<file path="src/rtl/axis_dc_restore_if.sv">
// axis_dc_restore_if: minimal AXI-Stream channel (data, valid, ready).
interface axis_dc_restore_if #(parameter int W = 32) ();
  logic [W-1:0] tdata;
  logic tvalid;
  logic tready;
  modport master(output tdata, tvalid, input tready);
  modport slave(input tdata, tvalid, output tready);
endinterface

</file>
<file path="src/rtl/axis_dc_restore.sv">
// axis_dc_restore: adds a slew-limited programmable DC level to an LMS Q22 stream and emits 16-bit DAC samples.
module axis_dc_restore #(
  parameter int S_AXIS_DATA_WIDTH = 32,
  parameter int LMS_DATA_WIDTH = 26,
  parameter int LMS_Q_WIDTH = 22,
  parameter int M_AXIS_DATA_WIDTH = 16,
  parameter int SLEW_WIDTH = 16
) (
  input  logic aclk,
  input  logic aresetn,
  axis_dc_restore_if.slave s_axis,
  axis_dc_restore_if.master m_axis,
  input  logic [S_AXIS_DATA_WIDTH-1:0] dc_target,
  input  logic [SLEW_WIDTH-1:0] dc_slew,
  input  logic dc_load,
  input  logic dc_hold,
  input  logic sat_clear,
  output logic [S_AXIS_DATA_WIDTH-1:0] dc_current,
  output logic ramping,
  output logic [15:0] sat_count
);
  localparam int S = S_AXIS_DATA_WIDTH;
  localparam int L = LMS_DATA_WIDTH;
  localparam int M = M_AXIS_DATA_WIDTH;
  localparam int SH = LMS_Q_WIDTH - (M - 1);
  localparam logic signed [L+1:0] RND = (L+2)'(1) << (SH - 1);
  typedef enum logic {IDLE, RAMP} state_t;
  state_t state, state_nx;
  logic [1:0] cnt;
  logic tick, v1, v2, clip;
  logic signed [L-1:0] ac, dc, dc_nx, tgt, smp;
  logic signed [L:0] diff, adiff, slew_s, sum;
  logic signed [L+1:0] rnd;
  logic signed [L+1-SH:0] r;
  logic [M-1:0] out;
  // Out-of-range words saturate to the 26-bit extremes instead of wrapping.
  function automatic logic signed [L-1:0] clamp_in(input logic [S-1:0] x);
    return (&x[S-1:L-1] | ~|x[S-1:L-1]) ? x[L-1:0]
         : x[S-1] ? {1'b1, {(L-1){1'b0}}} : {1'b0, {(L-1){1'b1}}};
  endfunction
  assign tick = cnt == 2'd3;
  assign s_axis.tready = tick;
  assign dc_current = {{(S-L){dc[L-1]}}, dc};
  assign ramping = state == RAMP;
  always_comb begin
    smp = clamp_in(s_axis.tdata);
    tgt = clamp_in(dc_target);
    diff = {tgt[L-1], tgt} - {dc[L-1], dc};
    adiff = diff[L] ? -diff : diff;
    slew_s = {{(L+1-SLEW_WIDTH){1'b0}}, dc_slew};
    dc_nx = dc;
    state_nx = state;
    if (dc_load) begin
      dc_nx = tgt;
      state_nx = IDLE;
    end else if (!dc_hold) begin
      if (diff == '0) state_nx = IDLE;
      else if (dc_slew == '0 || adiff <= slew_s) begin
        dc_nx = tgt;
        state_nx = IDLE;
      end else begin
        dc_nx = diff[L] ? dc - slew_s[L-1:0] : dc + slew_s[L-1:0];
        state_nx = RAMP;
      end
    end
    rnd = {sum[L], sum} + RND;
    r = rnd[L+1:SH];
    clip = !(&r[L+1-SH:M-1] | ~|r[L+1-SH:M-1]);
    out = clip ? (r[L+1-SH] ? {1'b1, {(M-1){1'b0}}} : {1'b0, {(M-1){1'b1}}}) : r[M-1:0];
  end
  always_ff @(posedge aclk or negedge aresetn) begin
    if (!aresetn) begin
      cnt <= '0;
      ac <= '0;
      dc <= '0;
      state <= IDLE;
      v1 <= 1'b0;
      v2 <= 1'b0;
      sum <= '0;
      m_axis.tdata <= '0;
      m_axis.tvalid <= 1'b0;
      sat_count <= '0;
    end else begin
      cnt <= cnt + 2'd1;
      if (tick) begin
        if (s_axis.tvalid) ac <= smp;
        dc <= dc_nx;
        state <= state_nx;
      end
      v1 <= tick;
      v2 <= v1;
      sum <= {ac[L-1], ac} + {dc[L-1], dc};
      if (v2) m_axis.tdata <= out;
      m_axis.tvalid <= v2;
      sat_count <= sat_clear ? '0 : (v2 && clip && sat_count != 16'hFFFF) ? sat_count + 16'd1 : sat_count;
    end
  end
endmodule

</file>
<file path="src/flat_wrapper.sv">
// flat-port wrapper written by rule: the top's interface ports become plain ports
module axis_dc_restore_flat 
#(
  parameter int S_AXIS_DATA_WIDTH = 32,
  parameter int LMS_DATA_WIDTH = 26,
  parameter int LMS_Q_WIDTH = 22,
  parameter int M_AXIS_DATA_WIDTH = 16,
  parameter int SLEW_WIDTH = 16
)
  (aclk, aresetn, dc_target, dc_slew, dc_load, dc_hold, sat_clear, dc_current, ramping, sat_count, s_axis_tdata, s_axis_tvalid, s_axis_tready, m_axis_tdata, m_axis_tvalid, m_axis_tready);
  axis_dc_restore_if #(.W(32)) s_axis_i ();
  axis_dc_restore_if #(.W(16)) m_axis_i ();
  input  logic aclk;
  input  logic aresetn;
  input  logic [S_AXIS_DATA_WIDTH-1:0] dc_target;
  input  logic [SLEW_WIDTH-1:0] dc_slew;
  input  logic dc_load;
  input  logic dc_hold;
  input  logic sat_clear;
  output logic [S_AXIS_DATA_WIDTH-1:0] dc_current;
  output logic ramping;
  output logic [15:0] sat_count;
  input wire logic [$bits(s_axis_i.tdata)-1:0] s_axis_tdata;
  input wire logic [$bits(s_axis_i.tvalid)-1:0] s_axis_tvalid;
  output wire logic [$bits(s_axis_i.tready)-1:0] s_axis_tready;
  output wire logic [$bits(m_axis_i.tdata)-1:0] m_axis_tdata;
  output wire logic [$bits(m_axis_i.tvalid)-1:0] m_axis_tvalid;
  input wire logic [$bits(m_axis_i.tready)-1:0] m_axis_tready;
  assign s_axis_i.tdata = s_axis_tdata;
  assign s_axis_i.tvalid = s_axis_tvalid;
  assign s_axis_tready = s_axis_i.tready;
  assign m_axis_tdata = m_axis_i.tdata;
  assign m_axis_tvalid = m_axis_i.tvalid;
  assign m_axis_i.tready = m_axis_tready;
  axis_dc_restore #(.S_AXIS_DATA_WIDTH(S_AXIS_DATA_WIDTH), .LMS_DATA_WIDTH(LMS_DATA_WIDTH), .LMS_Q_WIDTH(LMS_Q_WIDTH), .M_AXIS_DATA_WIDTH(M_AXIS_DATA_WIDTH), .SLEW_WIDTH(SLEW_WIDTH)) u_core (.aclk(aclk), .aresetn(aresetn), .s_axis(s_axis_i), .m_axis(m_axis_i), .dc_target(dc_target), .dc_slew(dc_slew), .dc_load(dc_load), .dc_hold(dc_hold), .sat_clear(sat_clear), .dc_current(dc_current), .ramping(ramping), .sat_count(sat_count));
endmodule
</file>
<file path="config.mk">
export PLATFORM = sky130hd
export DESIGN_NAME = axis_dc_restore_flat
export DESIGN_NICKNAME = d
export VERILOG_FILES = /design/src/rtl/axis_dc_restore_if.sv /design/src/rtl/axis_dc_restore.sv /design/src/flat_wrapper.sv
export SDC_FILE = /design/constraint.sdc
export NUM_CORES = 1
export LEC_CHECK = 0
export ABC_AREA = 1
export BUFFER_PORTS_ARGS = -buffer_cell sky130_fd_sc_hd__buf_2
export CAP_MARGIN = 20
export CORE_MARGIN = 2
export CORE_UTILIZATION = 45
export DETAILED_ROUTE_END_ITERATION = 10
export GPL_TIMING_DRIVEN = 0
export PLACE_DENSITY_LB_ADDON = 0.08
export REMOVE_ABC_BUFFERS = 1
export SYNTH_ARGS = -nofsm -noshare
export SYNTH_HDL_FRONTEND = slang
export SYNTH_SLANG_ARGS = --single-unit
</file>
<file path="constraint.sdc">
create_clock -name aclk -period 6.5 [get_ports aclk]
set_input_delay 0.65 -clock aclk [delete_from_list [all_inputs] [get_ports aclk]]
set_output_delay 0.65 -clock aclk [all_outputs]
set_load 0.01 [all_outputs]
</file>
; Yosys cells after proc, flatten, opt, wreduce, memory -nomap -nowiden
; Index checks and enable logic that the tools add are counted.
[op_classes]
n_addsub = 8
n_lt_le_gt_ge = 1
div_mod_pow = 0
shift = 0
n_reduce_logical = 19
n_mux = 18
eq_ne = 4
n_mul = 0
bitwise = 3
[op_table]
columns = cell, count
row1 = $mux 26, 9
row2 = $mux 16, 4
row3 = $add 27x8->28 const B, 1
row4 = $add 26x26->27, 1
row5 = $le 27x17->1, 1
row6 = $logic_not 27->1, 1
row7 = $mux 27, 1
row8 = $neg 27->27, 1
row9 = $sub 26x26->27, 1
row10 = $add 26x16->26, 1
row11 = $sub 26x16->26, 1
row12 = $add 16x1->16 const B, 1
row13 = $logic_not 16->1, 1
row14 = $ne 16x16->1 const B, 1
row15 = $reduce_and 7->1, 2
row16 = $reduce_or 7->1, 2
row17 = $reduce_and 6->1, 1
row18 = $reduce_or 6->1, 1
row19 = $logic_not 1->1, 4
row20 = $mux 1, 4
row21 = $ne 2x2->1 const B, 2
row22 = $reduce_and 2->1, 2
row23 = $or 1x1->1, 3
row24 = $reduce_and 3->1, 1
row25 = other kinds (5), 6
[word_totals]
elab_cells = 63
output_inout_bits = 67
memories = 0
inputBits = 87
reg_bits = 117
mem_bits_rw = 0
rom_bits = 0
latch_bits = 0

; Depth between registers and ports, before layout
; Gate-level depths: netlist of run 1.
[logic_depth]
ltp_word = 13
depth_mapped = 44
ltp_nobuf = 40

; Least setup slack after synthesis of run 1
; Ideal clock, no wire load.
[synth_path]
path_kind = input port to flip-flop
startpoint = input port dc_target[31]
endpoint = register u_core.dc[23]
setup_ns = 0.117
path_buffers = 5
arrival_time_ns = 5.659
setup_slack_ns = 0.724
stages = 36
t_required_ns = 6.383
path_cell_list = clkbuf_1 nand3_1 o21ai_0 clkbuf_1 clkbuf_1 a21oi_1 inv_1 ha_1 nand2_1 inv_1 nand2_1 nand2_1 a21oi_2 nor2_1 nor2_1 o21ai_1 nand2_1 nand2_2 inv_2 buf_2 buf_1 a21oi_1 xor2_1 ha_1 nand2_1 nor2_1 nand2_1 o21a_1 o21ai_0 nand2_1 o21bai_1 a21oi_1 xor2_1 nand4_1 nand3_1 nand2_1
[synth_via]
elab_chain_cells = 13
elab_cells_between_ends = 19
classes_between = add/sub (2) / order compare (1) / eq/ne (1) / mux (8) / bitwise (1) / reduce/logical (6)
[synth_lines]
columns = item, line_no
row1 = from (decl), flat_wrapper.sv:15  ; input logic [S_AXIS_DATA_WIDTH-1:0] dc_target;
row2 = $reduce_or 7->1, axis_dc_restore.sv:38  ; return (&x[S-1:L-1] | ~|x[S-1:L-1]) ? x[L-1:0]
row3 = $logic_not 1->1, axis_dc_restore.sv:38
row4 = $or 1x1->1, axis_dc_restore.sv:38
row5 = $mux 26 *, axis_dc_restore.sv:38
row6 = $sub 26x26->27, axis_dc_restore.sv:48  ; diff = {tgt[L-1], tgt} - {dc[L-1], dc};
row7 = $neg 27->27, axis_dc_restore.sv:49  ; adiff = diff[L] ? -diff : diff;
row8 = $mux 27, axis_dc_restore.sv:49
row9 = $le 27x17->1, axis_dc_restore.sv:58  ; else if (dc_slew == '0 || adiff <= slew_s) begin
row10 = $logic_or 1x1->1, axis_dc_restore.sv:58
row11 = $mux 26, axis_dc_restore.sv:58
row12 = $mux 26, axis_dc_restore.sv:57  ; if (diff == '0) state_nx = IDLE;
row13 = $mux 26, axis_dc_restore.sv:56  ; end else if (!dc_hold) begin
row14 = $mux 26, axis_dc_restore.sv:53  ; if (dc_load) begin
row15 = to (signal assigned), axis_dc_restore.sv:87  ; dc <= dc_nx;
row16 = to (decl), axis_dc_restore.sv:31  ; logic signed [L-1:0] ac, dc, dc_nx, tgt, smp;
; Every way passes the cells marked *; elsewhere a longest branch is shown, timed or not. The select of a mux whose other input is x is not followed.
; A chain may end at the register's enable or synchronous reset.

; Final worst setup path of run 1
[layout_path]
startpoint = input port dc_target[31]
endpoint = register u_core.dc[9]
; Same word-level chain as after synthesis.

==> flow_metrics.env, run 1 <==
export IMPL_grt_overflow=0
export IMPL_synth_cell_types=51
export IMPL_postSynthCellCount=1728
export IMPL_crit_path_end_kind="flop"
export IMPL_final_net_count=2044
export IMPL_setup_violations=0
export IMPL_wl_met3_mm=1.25
export IMPL_drcViolationCount=0
export IMPL_final_setup_tns_ps=0
export IMPL_grt_pass1_wl_mm=51.6
export IMPL_max_cap_violations=0
export IMPL_clk_latency_ps=350
export IMPL_cp_required_ps=6720
export IMPL_max_freq_ghz=0.165
export IMPL_syn2layout_area_growth_pct=14.0
export IMPL_routed_via_density=5.24
export IMPL_switching_share=0.543
export IMPL_dp_hpwl_mm=26.3
export IMPL_detailed_place_area_um2=12200
export IMPL_comb_power_share=0.762
export IMPL_max_slew_margin=0.162
export IMPL_antenna_found_initial=0
export IMPL_ctsHoldBuffers=0
export IMPL_crit_path_frequent_cell="nand2_1"
export IMPL_holdWs_ps=298
export IMPL_dieArea_um2=26100
export IMPL_power_per_cell_area_nw_per_um2=588
export IMPL_portBuffers=152
export IMPL_postRouteAntennaNets=0
export IMPL_yosysTopAreaCell="dfrtp_1"
export IMPL_hold_class="input pin to asynchronous set/reset pin"
export IMPL_vias=11500
export IMPL_worst_slew_pin_slew_ps=1260
export IMPL_wl_per_cell_um=15.0
export IMPL_cp_arrival_ps=6300
export IMPL_ir_worst_vdd_v=0.000258
export IMPL_design_core_area_um2=24300
export IMPL_clock_path_buffers=2
export IMPL_finClkSkew_ps=15.4
export IMPL_wl_mm=32.9
export IMPL_gp_congestion=0.895
export IMPL_cpPeakStageDelay_ps=420
export IMPL_synth_flop_cell="dfrtp_1"
export IMPL_design_area_um2=12700
export IMPL_seq_area_frac_synth=0.249
export IMPL_ys_top_cells_by_area="dfrtp_1 25%, nand2_1 17%, ha_1 11%"
export IMPL_avgSynthCellArea_um2=6.46
export IMPL_ys_seq_elements=111
export IMPL_rows=57
export IMPL_ys_warn_count=0
export IMPL_drive_gt1_frac=0.119
export IMPL_drt_iter0_markers=522
export IMPL_syn_area_um2=11200
export IMPL_antennaDiodeCount=0
export IMPL_start_util=0.459
export IMPL_fill_cells=2545
export IMPL_p_sw_mw=4.05
export IMPL_wl_met2_mm=15.9
export IMPL_grt_max_degree=66
export IMPL_design_portCount=154
export IMPL_power_total_mw=7.47
export IMPL_clkSinkCount=111
export IMPL_async_flop_share=1.00
export IMPL_p_seq_frac=0.161
export IMPL_fin_crit_sh=0.934
export IMPL_clkPwrFrac=0.077
export IMPL_numCtsBuffers=9
export IMPL_topRoutingLayerUsed="met4"
export IMPL_grt_pass1_vias=10700
export IMPL_cts_tree="done"
export IMPL_grt_usage=0.242
export IMPL_dieWidth_um=161
export IMPL_cts_root_buf="clkbuf_16"
export IMPL_cp_start_kind="input pin"
export IMPL_finalHoldViolations=0
export IMPL_power_internal_mw=3.42
export IMPL_synth_top_cells_by_count="495 x nand2_1, 234 x inv_1, 180 x a21oi_1"
export IMPL_p_leak_nw=6.74
export IMPL_critPathSlowestCell="fa_1"
export IMPL_synth_most_common_cell="nand2_1"
export IMPL_wl_met1_mm=14.9
export IMPL_clkTransAtPathRegs_ps=70
export IMPL_min_period_ps=6070
export IMPL_slew_violations=0
export IMPL_synth_top_area_share=0.249
export IMPL_dr_pass1_iters=6
export IMPL_fin_util=0.523
export IMPL_cp_max_fo=16
export IMPL_synth_edf_count=0
export IMPL_cts_max_level=3
export IMPL_die_h_um=161
export IMPL_worst_setup_path_type="input pin to flop"
export IMPL_outcome="complete, no violations"
## registers in the layout (all words and copies together), names as in the netlist
name,cells
u_core.ac,26
u_core.cnt,2
u_core.dc,26
u_core.m_axis.tdata,16
u_core.m_axis.tvalid,1
u_core.ramping,1
u_core.sat_count,16
u_core.sum,21
u_core.v1,1
u_core.v2,1
## logic make-up (layout without fill, tap and decap cells)
logic type	count (synthesis)	count (layout)	share of synthesized area
buffers and inverters	287	418	0.102
XOR/XNOR	88	88	0.0691
AO/OA/AOI/OAI	279	279	0.135
adder cells (fa/ha/maj)	99	99	0.112
flip-flops	111	111	0.249
AND/OR/NAND/NOR	864	868	0.333
## placed cells by master (no fill, tap or decap), types with 8 or more instances in the layout
cell type	count
buf_2	151
nand2_1	494
nand3_1	111
xor2_1	66
clkbuf_16	9
dfrtp_1	111
o21ai_0	51
nor2_1	135
xnor2_1	22
inv_1	234
ha_1	96
nor3_1	23
nor2_2	8
a21oi_1	177
nand3b_1	8
nand4_1	56
## cell type report
class,count,area [um^2],share of cell area
Timing Repair Buffer,162,901,0.0708
Clock buffer,10,239,0.0188
Clock inverter,6,76.3,0.00600
Multi-Input combinational cell,1334,7390,0.581
Sequential cell,111,2780,0.218
Tap cell,324,405,0.0319
Inverter,240,927,0.0729
## worst paths after layout
check,startpoint,end,slack (ps),cells past startpoint
max,dc_target[31],u_core.dc[9],430,36
max in group asynchronous,aresetn,u_core.sat_count[5],5490,2
min,aresetn,u_core.cnt[0],300,1
min reg2reg,u_core.v1,u_core.v2,350,0
min in group aclk,u_core.v1,u_core.v2,350,0
max reg2reg,u_core.dc[11],u_core.dc[9],1320,30
## power by group through the flow
stage	Clock [mW]	Combinational, mW	Sequential (mW)
2_1_floorplan	0	4.27	1.17
3_3_place_gp	0	5.47	1.20
3_5_place_dp	0	5.55	1.21
4_1_cts	0.591	5.59	1.19
5_1_grt	0.616	6.52	1.23
6_report	0.576	5.70	1.20
## worst max-delay path, delay by kind of cell
family / cells / cell delay (ps)
AND/OR/NAND/NOR: 25 / 3350
adder cells (fa/ha/maj): 3 / 960
buffers and inverters: 4 / 720
XOR/XNOR: 1 / 190
AO/OA/AOI/OAI: 3 / 380
## per-layer routing
| layer | vias up | track usage |
|---|---|---|
| li1 | 5915 | - |
| met1 | 5265 | 0.320 |
| met2 | 237 | 0.425 |
| met3 | 41 | 0.0164 |
| met4 | 0 | 0.0698 |
| met5 | - | 0 |
## timing repair
item / 4_1_cts / 5_1_grt
resized for setup: 5 / 21
gates cloned: 0 / 4
setup buffers: 0 / 3
setup endpoints to repair: 27 / 27
pin swaps: 0 / 5
## per-stage QoR
stage | std cells | setup WS, ps
floorplan | 1681 | -631
global placement | 2157 | -3880
detailed placement | 2163 | -921
CTS | 2179 | 26.7
global route | 2187 | -5.41
finish | 2187 | 428
Power figures use the tool's default switching activity.
==> run 2: changes to the inputs <==
CORE_UTILIZATION = 40   (was 45)
==> flow_metrics.env, run 2 (synthesized netlist as in run 1, its figures left out) <==
export IMPL_outcome="complete, no violations"
export IMPL_design_portCount=154
export IMPL_slew_violations=0
export IMPL_multiInputGateArea_um2=7390
export IMPL_drive_gt1_frac=0.124
export IMPL_postRouteAntennaNets=0
export IMPL_final_cell_mix="494 x nand2_1, 234 x inv_1, 173 x a21oi_1"
export IMPL_die_h_um=171
export IMPL_fill_cells=3006
export IMPL_max_cap_violations=0
export IMPL_cp_arrival_ps=6300
export IMPL_gp_congestion=0.908
export IMPL_place_ws_ps=-910
export IMPL_grt_overflow=0
export IMPL_dp_hpwl_mm=27.2
export IMPL_power_total_mw=7.46
export IMPL_grt_usage=0.226
export IMPL_clock_path_buffers=2
export IMPL_r2r_cells=27
export IMPL_cts_tree="done"
export IMPL_finalNonFillerCells=2240
export IMPL_crit_path_frequent_cell="nand2_1"
export IMPL_vias=11300
export IMPL_finClkSkew_ps=11.2
export IMPL_cpPeakStageDelay_ps=400
export IMPL_rsz0062_at_grt="no"
export IMPL_design_core_area_um2=27600
export IMPL_grt_pass1_wl_mm=52.7
export IMPL_hold_class="input pin to asynchronous set/reset pin"
export IMPL_cp_start_kind="input pin"
export IMPL_dieWidth_um=171
export IMPL_rows=61
export IMPL_numCtsBuffers=9
export IMPL_dr_pass1_iters=5
export IMPL_critPathSlowestCell="ha_1"
export IMPL_finalHoldViolations=0
export IMPL_setup_ws_ps=448
export IMPL_dp_cells=2217
export IMPL_grt_max_degree=64
export IMPL_clkSinkCount=111
export IMPL_wl_mm=33.6
export IMPL_drcViolationCount=0
export IMPL_reg_top3="u_core.ac x26, u_core.dc x26, u_core.sum x21"
export IMPL_ctsHoldBuffers=0
export IMPL_cts_root_buf="clkbuf_16"
export IMPL_routed_via_density=5.05
export IMPL_detailed_place_area_um2=12300
export IMPL_cp_required_ps=6740
export IMPL_antenna_found_initial=0
export IMPL_final_setup_tns_ps=0
export IMPL_design_area_um2=12800
export IMPL_clkTransAtPathRegs_ps=70
export IMPL_syn2layout_area_growth_pct=14.3
export IMPL_min_period_ps=6050
export IMPL_antennaDiodeCount=0
export IMPL_max_freq_ghz=0.165
export IMPL_cts_max_level=3
export IMPL_final_common_cell="nand2_1"
export IMPL_drt_iter0_markers=549
export IMPL_ir_worst_vdd_v=0.000237
export IMPL_max_slew_margin=0.245
export IMPL_worst_setup_path_type="input pin to flop"
export IMPL_grt_pass1_vias=10700
export IMPL_setup_violations=0
export IMPL_start_util=0.404
export IMPL_crit_path_end_kind="flop"
export IMPL_cp_max_fo=33
export IMPL_power_per_cell_area_nw_per_um2=585
export IMPL_portBuffers=152
export IMPL_wl_per_cell_um=15.0
export IMPL_worst_slew_pin_slew_ps=1130
export IMPL_seq_area_um2=2780
export IMPL_clk_latency_ps=360
export IMPL_fin_util=0.462
export IMPL_fin_crit_sh=0.931
export IMPL_dieArea_um2=29200
export IMPL_p_leak_nw=6.70
export IMPL_holdWs_ps=318
export IMPL_final_net_count=2043
run 2: cell types whose count changed in the layout (fill, tap and decap cells not counted), sizes merged:
cell / change
inv: +1
bufinv: -1
clkinvlp: -1
clkinv: +1
buf: -1
nand3: -1
clkbuf: +1
run 2: cell type report:
cell class                 instances  share of cell area
tap                              378              0.0371
timing repair buffer             162              0.0711
clock buffer                      10              0.0187
sequential                       111               0.218
clock inverter                     6             0.00412
inverter                         240              0.0719
multi-input combinational       1333               0.579
run 2: critical path: cells and delay by family:
family | cells | cell delay, ps
fa+ha+maj | 2 | 720
buf+inv | 6 | 750
simple gates | 23 | 3160
xor+xnor | 1 | 260
compound gates | 4 | 700
run 2: layer usage:
layer | up-vias | track usage | wire (um)
met5 | - | 0 | 0
met4 | 0 | 0.0663 | 676
met3 | 44 | 0.0204 | 1250
met2 | 231 | 0.392 | 15900
met1 | 5115 | 0.298 | 15700
li1 | 5919 | - | -
run 2: repair_timing:
item	CTS	global route
pin swaps	0	5
setup endpoints to repair	27	27
gates cloned	0	3
buffers inserted	0	3
resized for setup	4	31
run 2: report_power, final:
group          internal, mW  switching, mW  leakage, nW
combinational          2.20           3.51         5.25
sequential            0.908          0.291         1.31
clock                 0.277          0.266        0.142
total                  3.39           4.07         6.70
run 2: worst paths after layout:
kind                               start       endpoint  slack, ps
min                              aresetn   u_core.ac[1]        320
max                        dc_target[31]   u_core.dc[5]        450
min reg2reg                    u_core.v1      u_core.v2        360
max reg2reg                 u_core.dc[6]   u_core.dc[5]       1290
min in group aclk              u_core.v1      u_core.v2        360
max in group asynchronous        aresetn  u_core.dc[19]       5450
